`config.mk`:
```
export PLATFORM = sky130hd
export DESIGN_NAME = alu_md_unit
export DESIGN_NICKNAME = d
export VERILOG_FILES = /design/src/rtl/alu_md_unit.sv
export SDC_FILE = /design/constraint.sdc
export NUM_CORES = 2
export LEC_CHECK = 0
export BUFFER_PORTS_ARGS = -buffer_cell sky130_fd_sc_hd__clkbuf_2
export CAP_MARGIN = 20
export CELL_PAD_IN_SITES_DETAIL_PLACEMENT = 1
export CELL_PAD_IN_SITES_GLOBAL_PLACEMENT = 1
export CORE_MARGIN = 5
export CORE_UTILIZATION = 47
export DETAILED_ROUTE_END_ITERATION = 10
export PLACE_DENSITY = 0.9
export SLEW_MARGIN = 40
export SYNTH_ARGS = -nofsm -noshare
export SYNTH_HDL_FRONTEND = slang
export SYNTH_SLANG_ARGS = --single-unit
```
`constraint.sdc`:
```
create_clock -name clk -period 7.5 [get_ports clk]
set_input_delay 1.5 -clock clk [delete_from_list [all_inputs] [get_ports clk]]
set_output_delay 1.5 -clock clk [all_outputs]
set_load 0.01 [all_outputs]
```
`src/rtl/alu_md_unit.sv`:
```
`default_nettype none
// ============================================================================
//  Module   : alu_md_unit
//  Purpose  : Registered EX-stage ALU with an iterative radix-2 multiply /
//             divide engine and architectural HI/LO registers.
//  Revision : 1.0 - initial release
// ============================================================================
module alu_md_unit #(
   parameter int WIDTH = 32,
   parameter int SHW   = $clog2(WIDTH)
) (
   input  logic             clk,
   input  logic             rst_n,
   input  logic             in_valid,
   output logic             in_ready,
   input  logic [4:0]       op,
   input  logic [WIDTH-1:0] src_a,
   input  logic [WIDTH-1:0] src_b,
   input  logic [SHW-1:0]   shamt,
   output logic             out_valid,
   output logic [WIDTH-1:0] result,
   output logic             ovf,
   output logic [WIDTH-1:0] hi,
   output logic [WIDTH-1:0] lo
);

   localparam logic [4:0] OP_AND  = 5'h00, OP_OR   = 5'h01, OP_ADD  = 5'h02,
                          OP_ADDU = 5'h03, OP_SUBU = 5'h04, OP_XOR  = 5'h05,
                          OP_SUB  = 5'h06, OP_SLT  = 5'h07, OP_SLL  = 5'h08,
                          OP_SRL  = 5'h09, OP_ANDI = 5'h0A, OP_ORI  = 5'h0B,
                          OP_NOR  = 5'h0C, OP_SRA  = 5'h0D, OP_SLTU = 5'h0E,
                          OP_MULT = 5'h10, OP_DIV  = 5'h12,
                          OP_MFHI = 5'h14, OP_MFLO = 5'h15, OP_MTHI = 5'h16,
                          OP_MTLO = 5'h17;

   localparam logic [1:0] S_IDLE = 2'd0, S_MUL = 2'd1, S_DIV = 2'd2, S_DONE = 2'd3;
   localparam logic [SHW-1:0] LAST = SHW'(WIDTH - 1);

   logic [1:0]       state, state_nx;
   logic [SHW-1:0]   count;
   logic [WIDTH-1:0] acc_hi, acc_lo, opnd;
   logic             neg_lo, neg_hi;

   logic             accept, is_md, is_sgn, busy, last;
   logic [WIDTH-1:0] mag_a, mag_b, sum, diff, alu_res;
   logic             alu_ovf;

   logic [WIDTH:0]     mul_sum, div_shift, div_diff;
   logic [WIDTH-1:0]   mul_hi_nx, mul_lo_nx, div_hi_nx, div_lo_nx;
   logic [2*WIDTH-1:0] mul_full, mul_fix;
   logic [WIDTH-1:0]   q_fix, r_fix;

   assign accept = in_valid && in_ready;
   assign is_md  = (op[4:2] == 3'b100);
   assign is_sgn = (op == OP_MULT) || (op == OP_DIV);
   assign mag_a  = (is_sgn && src_a[WIDTH-1]) ? -src_a : src_a;
   assign mag_b  = (is_sgn && src_b[WIDTH-1]) ? -src_b : src_b;
   assign busy   = (state == S_MUL) || (state == S_DIV);
   assign last   = (count == LAST);

   // State register
   always_ff @(posedge clk or negedge rst_n) begin
      if (!rst_n) state <= S_IDLE;
      else        state <= state_nx;
   end

   // Next-state: a mul/div can be taken from IDLE or the DONE cycle
   always_comb begin
      state_nx = state;
      case (state)
         S_IDLE, S_DONE: begin
            if (accept && is_md) state_nx = op[1] ? S_DIV : S_MUL;
            else                 state_nx = S_IDLE;
         end
         S_MUL, S_DIV: if (last) state_nx = S_DONE;
         default:      state_nx = S_IDLE;
      endcase
   end

   // FSM outputs: stall upstream only while the engine iterates
   always_comb begin
      in_ready = !((state == S_MUL) || (state == S_DIV));
   end

   // Single-cycle ALU results and signed overflow
   always_comb begin
      sum     = src_a + src_b;
      diff    = src_a - src_b;
      alu_res = '0;
      alu_ovf = 1'b0;
      case (op)
         OP_AND, OP_ANDI: alu_res = src_a & src_b;
         OP_OR, OP_ORI:   alu_res = src_a | src_b;
         OP_XOR:          alu_res = src_a ^ src_b;
         OP_NOR:          alu_res = ~(src_a | src_b);
         OP_ADD: begin
            alu_res = sum;
            alu_ovf = (src_a[WIDTH-1] == src_b[WIDTH-1]) && (sum[WIDTH-1] != src_a[WIDTH-1]);
         end
         OP_ADDU:         alu_res = sum;
         OP_SUB: begin
            alu_res = diff;
            alu_ovf = (src_a[WIDTH-1] != src_b[WIDTH-1]) && (diff[WIDTH-1] != src_a[WIDTH-1]);
         end
         OP_SUBU:         alu_res = diff;
         OP_SLT:          alu_res = {{(WIDTH-1){1'b0}}, $signed(src_a) < $signed(src_b)};
         OP_SLTU:         alu_res = {{(WIDTH-1){1'b0}}, src_a < src_b};
         OP_SLL:          alu_res = src_b << shamt;
         OP_SRL:          alu_res = src_b >> shamt;
         OP_SRA:          alu_res = $signed(src_b) >>> shamt;
         OP_MFHI:         alu_res = hi;
         OP_MFLO:         alu_res = lo;
         default:         alu_res = '0;
      endcase
   end

   // One radix-2 step of shift-add multiply / restoring divide, plus sign fix
   always_comb begin
      mul_sum   = {1'b0, acc_hi} + (acc_lo[0] ? {1'b0, opnd} : '0);
      mul_hi_nx = mul_sum[WIDTH:1];
      mul_lo_nx = {mul_sum[0], acc_lo[WIDTH-1:1]};
      div_shift = {acc_hi, acc_lo[WIDTH-1]};
      div_diff  = div_shift - {1'b0, opnd};
      div_hi_nx = div_diff[WIDTH] ? div_shift[WIDTH-1:0] : div_diff[WIDTH-1:0];
      div_lo_nx = {acc_lo[WIDTH-2:0], ~div_diff[WIDTH]};
      mul_full  = {mul_hi_nx, mul_lo_nx};
      mul_fix   = neg_lo ? -mul_full : mul_full;
      q_fix     = neg_lo ? -div_lo_nx : div_lo_nx;
      r_fix     = neg_hi ? -div_hi_nx : div_hi_nx;
   end

   // Datapath: operand load, iteration, HI/LO and registered result
   always_ff @(posedge clk or negedge rst_n) begin
      if (!rst_n) begin
         count     <= '0;
         acc_hi    <= '0;
         acc_lo    <= '0;
         opnd      <= '0;
         neg_lo    <= 1'b0;
         neg_hi    <= 1'b0;
         out_valid <= 1'b0;
         result    <= '0;
         ovf       <= 1'b0;
         hi        <= '0;
         lo        <= '0;
      end else begin
         out_valid <= 1'b0;
         if (accept) begin
            if (is_md) begin
               count  <= '0;
               acc_hi <= '0;
               acc_lo <= op[1] ? mag_a : mag_b;
               opnd   <= op[1] ? mag_b : mag_a;
               // Divide by zero keeps the quotient at all ones; remainder
               // sign fix then restores the original dividend.
               neg_lo <= is_sgn && (src_a[WIDTH-1] ^ src_b[WIDTH-1]) &&
                         !(op[1] && (src_b == '0));
               neg_hi <= is_sgn && (op[1] ? src_a[WIDTH-1] : (src_a[WIDTH-1] ^ src_b[WIDTH-1]));
            end else begin
               result    <= alu_res;
               ovf       <= alu_ovf;
               out_valid <= 1'b1;
               if (op == OP_MTHI) hi <= src_a;
               if (op == OP_MTLO) lo <= src_a;
            end
         end
         if (busy) begin
            count <= count + SHW'(1);
            if (state == S_MUL) begin
               acc_hi <= mul_hi_nx;
               acc_lo <= mul_lo_nx;
            end else begin
               acc_hi <= div_hi_nx;
               acc_lo <= div_lo_nx;
            end
            if (last) begin
               out_valid <= 1'b1;
               ovf       <= 1'b0;
               if (state == S_MUL) begin
                  hi     <= mul_fix[2*WIDTH-1:WIDTH];
                  lo     <= mul_fix[WIDTH-1:0];
                  result <= mul_fix[WIDTH-1:0];
               end else begin
                  hi     <= r_fix;
                  lo     <= q_fix;
                  result <= q_fix;
               end
            end
         end
      end
   end

endmodule
`default_nettype wire

```
-- Word level (Yosys, flattened, before mapping)
Cells that the tools add are included.
Widths: inputs -> output; s select.
- register bits after elaboration: 203
- input bits: 77
- output and inout bits: 99
- word-level logic and storage cells: 141
- add/subtract/negate cells: 10
- equal/unequal tests: 30
- shifts and indexed selects: 3
- bitwise gates (word level): 6
- multiplexer cells: 51
- reduce and logical (&&, ||, !) cells: 27
- order comparisons: 2
- operators by type and width (operator ; number):
    $mux 32 ; 32
    $pmux 32 s13 ; 1
    $neg 32->32 ; 4
    $lt 32x32->1 ; 2
    $mux 64 ; 1
    $neg 64->64 ; 1
    $eq 5x4->1 const B ; 7
    $eq 5x5->1 const B ; 7
    $add 32x32->33 ; 1
    $sub 33x32->33 ; 1
    $add 32x32->32 ; 1
    $and 32x32->32 ; 1
    $logic_not 32->1 ; 1
    $not 32->32 ; 1
    $or 32x32->32 ; 1
    $shl 32x5->32 ; 1
    $shr 32x5->32 ; 1
    $sshr 32x5->32 ; 1
    $sub 32x32->32 ; 1
    $xor 32x32->32 ; 1
    $eq 5x3->1 const B ; 4
    $mux 5 ; 3
    $reduce_or 2->1 ; 6
    $eq 5x2->1 const B ; 2
    21 further kinds ; 47

-- Logic depth before layout (Yosys ltp)
- depth after elaboration: 8
- gate-level depth with buffers: 24
- depth with buffers taken out: 20

-- Least setup slack after synthesis
Ideal clock, no wire load.
- path kind: reg2reg
- from: register acc_lo[31]
- to: register hi[22]
- buffers on the path: 5
- setup time: 0.111 ns
- cell stages (with the launch flop): 23
- clock period less this slack: 4.768 ns
- required time: 7.389 ns
- arrival: 4.657 ns
- setup slack: 2.732 ns
- cell sequence: dfrtp_1 clkbuf_1 inv_1 ha_1 fa_1 nor2b_4 o31a_1 o211a_1 o2111a_1 o31ai_4 nand2_1 buf_2 buf_6 buf_2 buf_2 nand2_1 o21ai_0 ha_1 o21ai_1 or3b_1 o21ai_0 xnor2_1 a222oi_1
- word-level cells in the longest chain between the ends: 7
- elaborated cells on any way between the ends: 9
- classes of those cells: add/sub (3); mux (6)
- ends and longest elaborated chain (element ; RTL line ; RTL):
    from (decl) ; 41 ; logic [WIDTH-1:0] acc_hi, acc_lo, opnd;
    from (signal assigned) ; 152 ; acc_lo <= op[1] ? mag_a : mag_b;
    from (signal assigned) ; 171 ; acc_lo <= mul_lo_nx;
    from (signal assigned) ; 174 ; acc_lo <= div_lo_nx;
    $sub 33x32->33 ; 123 ; div_diff = div_shift - {1'b0, opnd};
    $mux 32 ; 124 ; div_hi_nx = div_diff[WIDTH] ? div_shift[WIDTH-1:0] : div_diff[WIDTH-1:0];
    $neg 32->32 ; 129 ; r_fix = neg_hi ? -div_hi_nx : div_hi_nx;
    $mux 32 ; 129 ;
    $mux 32 (*) ; 179 ; if (state == S_MUL) begin
    $mux 32 (*) ; 176 ; if (last) begin
    $mux 32 (*) ; 167 ; if (busy) begin
    to (signal assigned) ; 163 ; if (op == OP_MTHI) hi <= src_a;
    to (signal assigned) ; 180 ; hi <= mul_fix[2*WIDTH-1:WIDTH];
    to (signal assigned) ; 184 ; hi <= r_fix;
    to (decl) ; 23 ; output logic [WIDTH-1:0] hi,
Every way passes the cells marked *; elsewhere a longest branch is shown, timed or not.
A chain may end at the register's enable or synchronous reset.

-- Final worst setup path
- from: register acc_lo[31]
- to: register result[28]
- word-level cells in the longest chain between the ends: 7
- ends and longest elaborated chain (element ; RTL line ; RTL):
    $sub 33x32->33 ; 123 ;
    $not 1->1 ; 125 ; div_lo_nx = {acc_lo[WIDTH-2:0], ~div_diff[WIDTH]};
    $neg 32->32 ; 128 ; q_fix = neg_lo ? -div_lo_nx : div_lo_nx;
    $mux 32 ; 128 ;
    $mux 32 ; 179 ;
    $mux 32 ; 176 ;
    $mux 32 ; 167 ;
    to (signal assigned) ; 160 ; result <= alu_res;
    to (signal assigned) ; 182 ; result <= mul_fix[WIDTH-1:0];
    to (signal assigned) ; 186 ; result <= q_fix;
    to (decl) ; 21 ; output logic [WIDTH-1:0] result,
No other way between the ends.

==> results.ini <==
[floorplanning]
die_area_sq_um=64300
start_util_pct=47.3
dieHeight_um=254
io-pin-count=176
core_area_sq_um=58900
num_rows=89
die_w_um=254

[route]
routed_wl_um=142000
drtPass1Iterations=8
drc=0
ant_nets=0
avgViaCountPerCell=7.09
wire_per_inst_um=30.4
dr_total_vias=33000
dr.first_iter.drc_count=4276

[logic_synthesis]
yosysTopAreaCellShare_pct=18.2
yosysMostFrequentCell=nor2_1
synth_cell_types=101
synth-seq-cells=203
ys_async_sr_fraction_pct=100
ys_top_cells_by_area=dfrtp_1 (18%), ha_1 (7.5%), mux2i_1 (7.1%)
syn_area_sq_um=27900
synthFlopType=dfrtp_1
synthTopCellsByCount=nor2_1 (409), nand2_1 (393), o21ai_0 (374)
synth_cells=3887
synth_edf_count=0
avgSynthCellArea_sq_um=7.17
synth.largest_area_cell=dfrtp_1
ys_warn_count=0
syn-num-nets=4136
ys_seq_area_share_pct=18.2

[worst_hold_path]
hold_path.class=register to register

[sta]
period_share_pct=81.1
setup_viol=0
tightestPinTransition_ns=0.977
fin_skew_ns=0.0191
slew_headroom_pct=34.5
rsz0062_at_grt=false
setup_tns_ns=0
fmax_mhz=164
final-hold-violation-count=0
slew_viol_final=0
min_period_ns=6.08

[run_status]
status=finished, final reports clean

[clock_network]
cts_max_level=1
insertion_delay_ns=0.58
hold_buffers=0
cts_tree=yes
cts_buffer_depth=3
post_cts_buffers=0
numCtsBuffers=27
root_buffer=clkbuf_16
cts.sinks=203
cts-resized-gates=0
clk_pin_slew_ns=0.07

[placement]
hpwl_um=110000
port_buffers=175
place_congestion=1.06
dp_cells=4601

[worst_setup_path]
cp.arrival_ns=6.54
end_kind=register
worstSetupPathType=register to register
worst_ep_required_time_ns=7.96
startpoint_type=register
critical_path.max_fanout=15
worst-r2r-setup-slack_ns=1.42

[power_and_ir_drop]
power_leakage_nw=12.7
powerDensity_nw_per_um2=307
ir_worst_vdd_uv=264

[global_routing]
grt_overflow=0
grt_max_degree=97
grt_pass1_vias=32000
track_usage_pct=41.7
antenna_found_initial=4
grt_pass1_wl_um=207000

[layout]
multi_input_area_sq_um=21100
syn2layout_area_growth_pct=7.87
regArea_sq_um=5080
nFillCells=7576
nets=4106
layout.cells.non_filler=4651
drive_above_1_share_pct=10.4

[run]
cap_violations=0

## area by class of cell
type	instances	share of cell area, %
diodes	4	0.0333
clock buffers	31	2.36
inverters	178	2.22
clock inverters	15	0.487
flip-flops and latches	203	16.9
repair buffers	232	4.55
well taps	773	3.22
multi-input cells	3215	70.2
## power breakdown
group	leakage, nW	total, mW	internal [mW]	switching, mW
Clock	0.415	1.32	0.746	0.576
Sequential	2.46	1.78	1.35	0.435
Combinational	9.87	6.13	2.08	4.05
## logic make-up (layout without fill, tap and decap cells)
group	Yosys count	after routing	share of synthesized area, %
xor gates and xnor gates	182	182	5.72
buffers and inverters	469	456	6.43
muxes	241	241	9.66
and+or+nand+nor	1263	1263	21.0
AOI/OAI and AO/OA	1357	1357	31.1
DFF	203	203	18.2
other	0	4	0
adders and majority gates	172	172	7.83
## through the flow
step	utilization, %	cell area [sq um]	setup slack, ns	hold slack [ns]	power (mW)
final	51.1	30100	1.42	0.484	9.24
after global routing	51.0	30100	1.19	0.509	9.69
after global placement	49.5	29200	1.94	0.468	7.43
after floorplan	-	27900	2.73	0.450	5.75
after CTS	51.0	30100	1.62	0.488	9.01
after detailed placement	49.6	29200	1.65	0.475	7.66
## state kept, by name (all words and copies together), names as in the netlist, 2 cells and up
signal  flops
acc_hi     32
acc_lo     32
count       5
hi         32
lo         32
opnd       32
result     32
state       2
## cell usage in the layout (no fill, tap or decap), types with 13 or more instances in the layout
master | Yosys | layout
nor3_1 | 78 | 74
o211ai_1 | 73 | 73
or3_1 | 35 | 35
a22o_1 | 14 | 14
nand2_1 | 393 | 390
dfrtp_1 | 203 | 202
o21bai_1 | 29 | 29
nand2b_1 | 41 | 41
clkbuf_16 | 0 | 27
o221ai_1 | 17 | 17
xnor2_1 | 122 | 122
a21o_1 | 32 | 32
a221oi_1 | 34 | 33
inv_1 | 174 | 173
o21a_1 | 19 | 19
a211o_1 | 22 | 22
nand3_1 | 79 | 78
mux4_2 | 20 | 20
a211oi_1 | 59 | 58
o31ai_1 | 44 | 44
o21ai_0 | 374 | 373
and3_1 | 28 | 28
ha_1 | 168 | 167
nor2_1 | 409 | 404
nor4_1 | 40 | 40
nor2b_1 | 22 | 21
mux2i_1 | 198 | 198
xor2_1 | 60 | 60
buf_4 | 1 | 56
o22ai_1 | 44 | 44
a22oi_1 | 20 | 20
clkbuf_2 | 0 | 171
a21oi_1 | 358 | 357
or2_2 | 21 | 21
nand4_1 | 34 | 34
a31oi_1 | 42 | 42
mux2_2 | 22 | 22
a31o_2 | 13 | 13
a221o_1 | 19 | 19
and2_1 | 22 | 22
## worst max-delay path, cell delays in order, from the launching register on
cell and delay [ns]:
dfrtp_1 0.46, inv_1 0.16, ha_1 0.22, fa_1 0.31
nor2b_4 0.08, o31a_1 0.34, o211a_1 0.34, o2111a_1 0.35
o31ai_4 0.34, nand2_2 0.37, inv_1 0.19, ha_1 0.47
nand4_1 0.43, o21ai_0 0.38, xnor2_1 0.10, o211ai_1 0.44
nand2_1 0.17, nor4_1 0.28, a21boi_0 0.24, o21ai_0 0.14
o211a_1 0.15
## routing by layer
layer  vias up  global-route usage, %  wire length [um]  part of all wire [%]
met5         -                      0                13                0.0092
met4         2                   22.3              9670                   6.8
met3       492                   7.69             15400                    11
met2      2092                   65.5             61900                    44
met1     16200                   54.6             54600                    39
li1      14200                      -                 -                     -
## final timing paths
| kind | startpoint | end | depth (start not counted) |
|---|---|---|---|
| worst max-delay path | acc_lo[31]$_DFFE_PN0P_ | result[28]$_DFF_PN0_ | 20 |
| worst min-delay path | opnd[5]$_DFFE_PN0P_ | opnd[5]$_DFFE_PN0P_ | 2 |
| worst max register to register | acc_lo[31]$_DFFE_PN0P_ | result[28]$_DFF_PN0_ | 20 |
| worst min register to register | opnd[5]$_DFFE_PN0P_ | opnd[5]$_DFFE_PN0P_ | 2 |
| max in group asynchronous | rst_n | acc_hi[3]$_DFFE_PN0P_ | 3 |
| min in group asynchronous | rst_n | result[25]$_DFF_PN0_ | 1 |
Power figures use the tool's default switching activity.
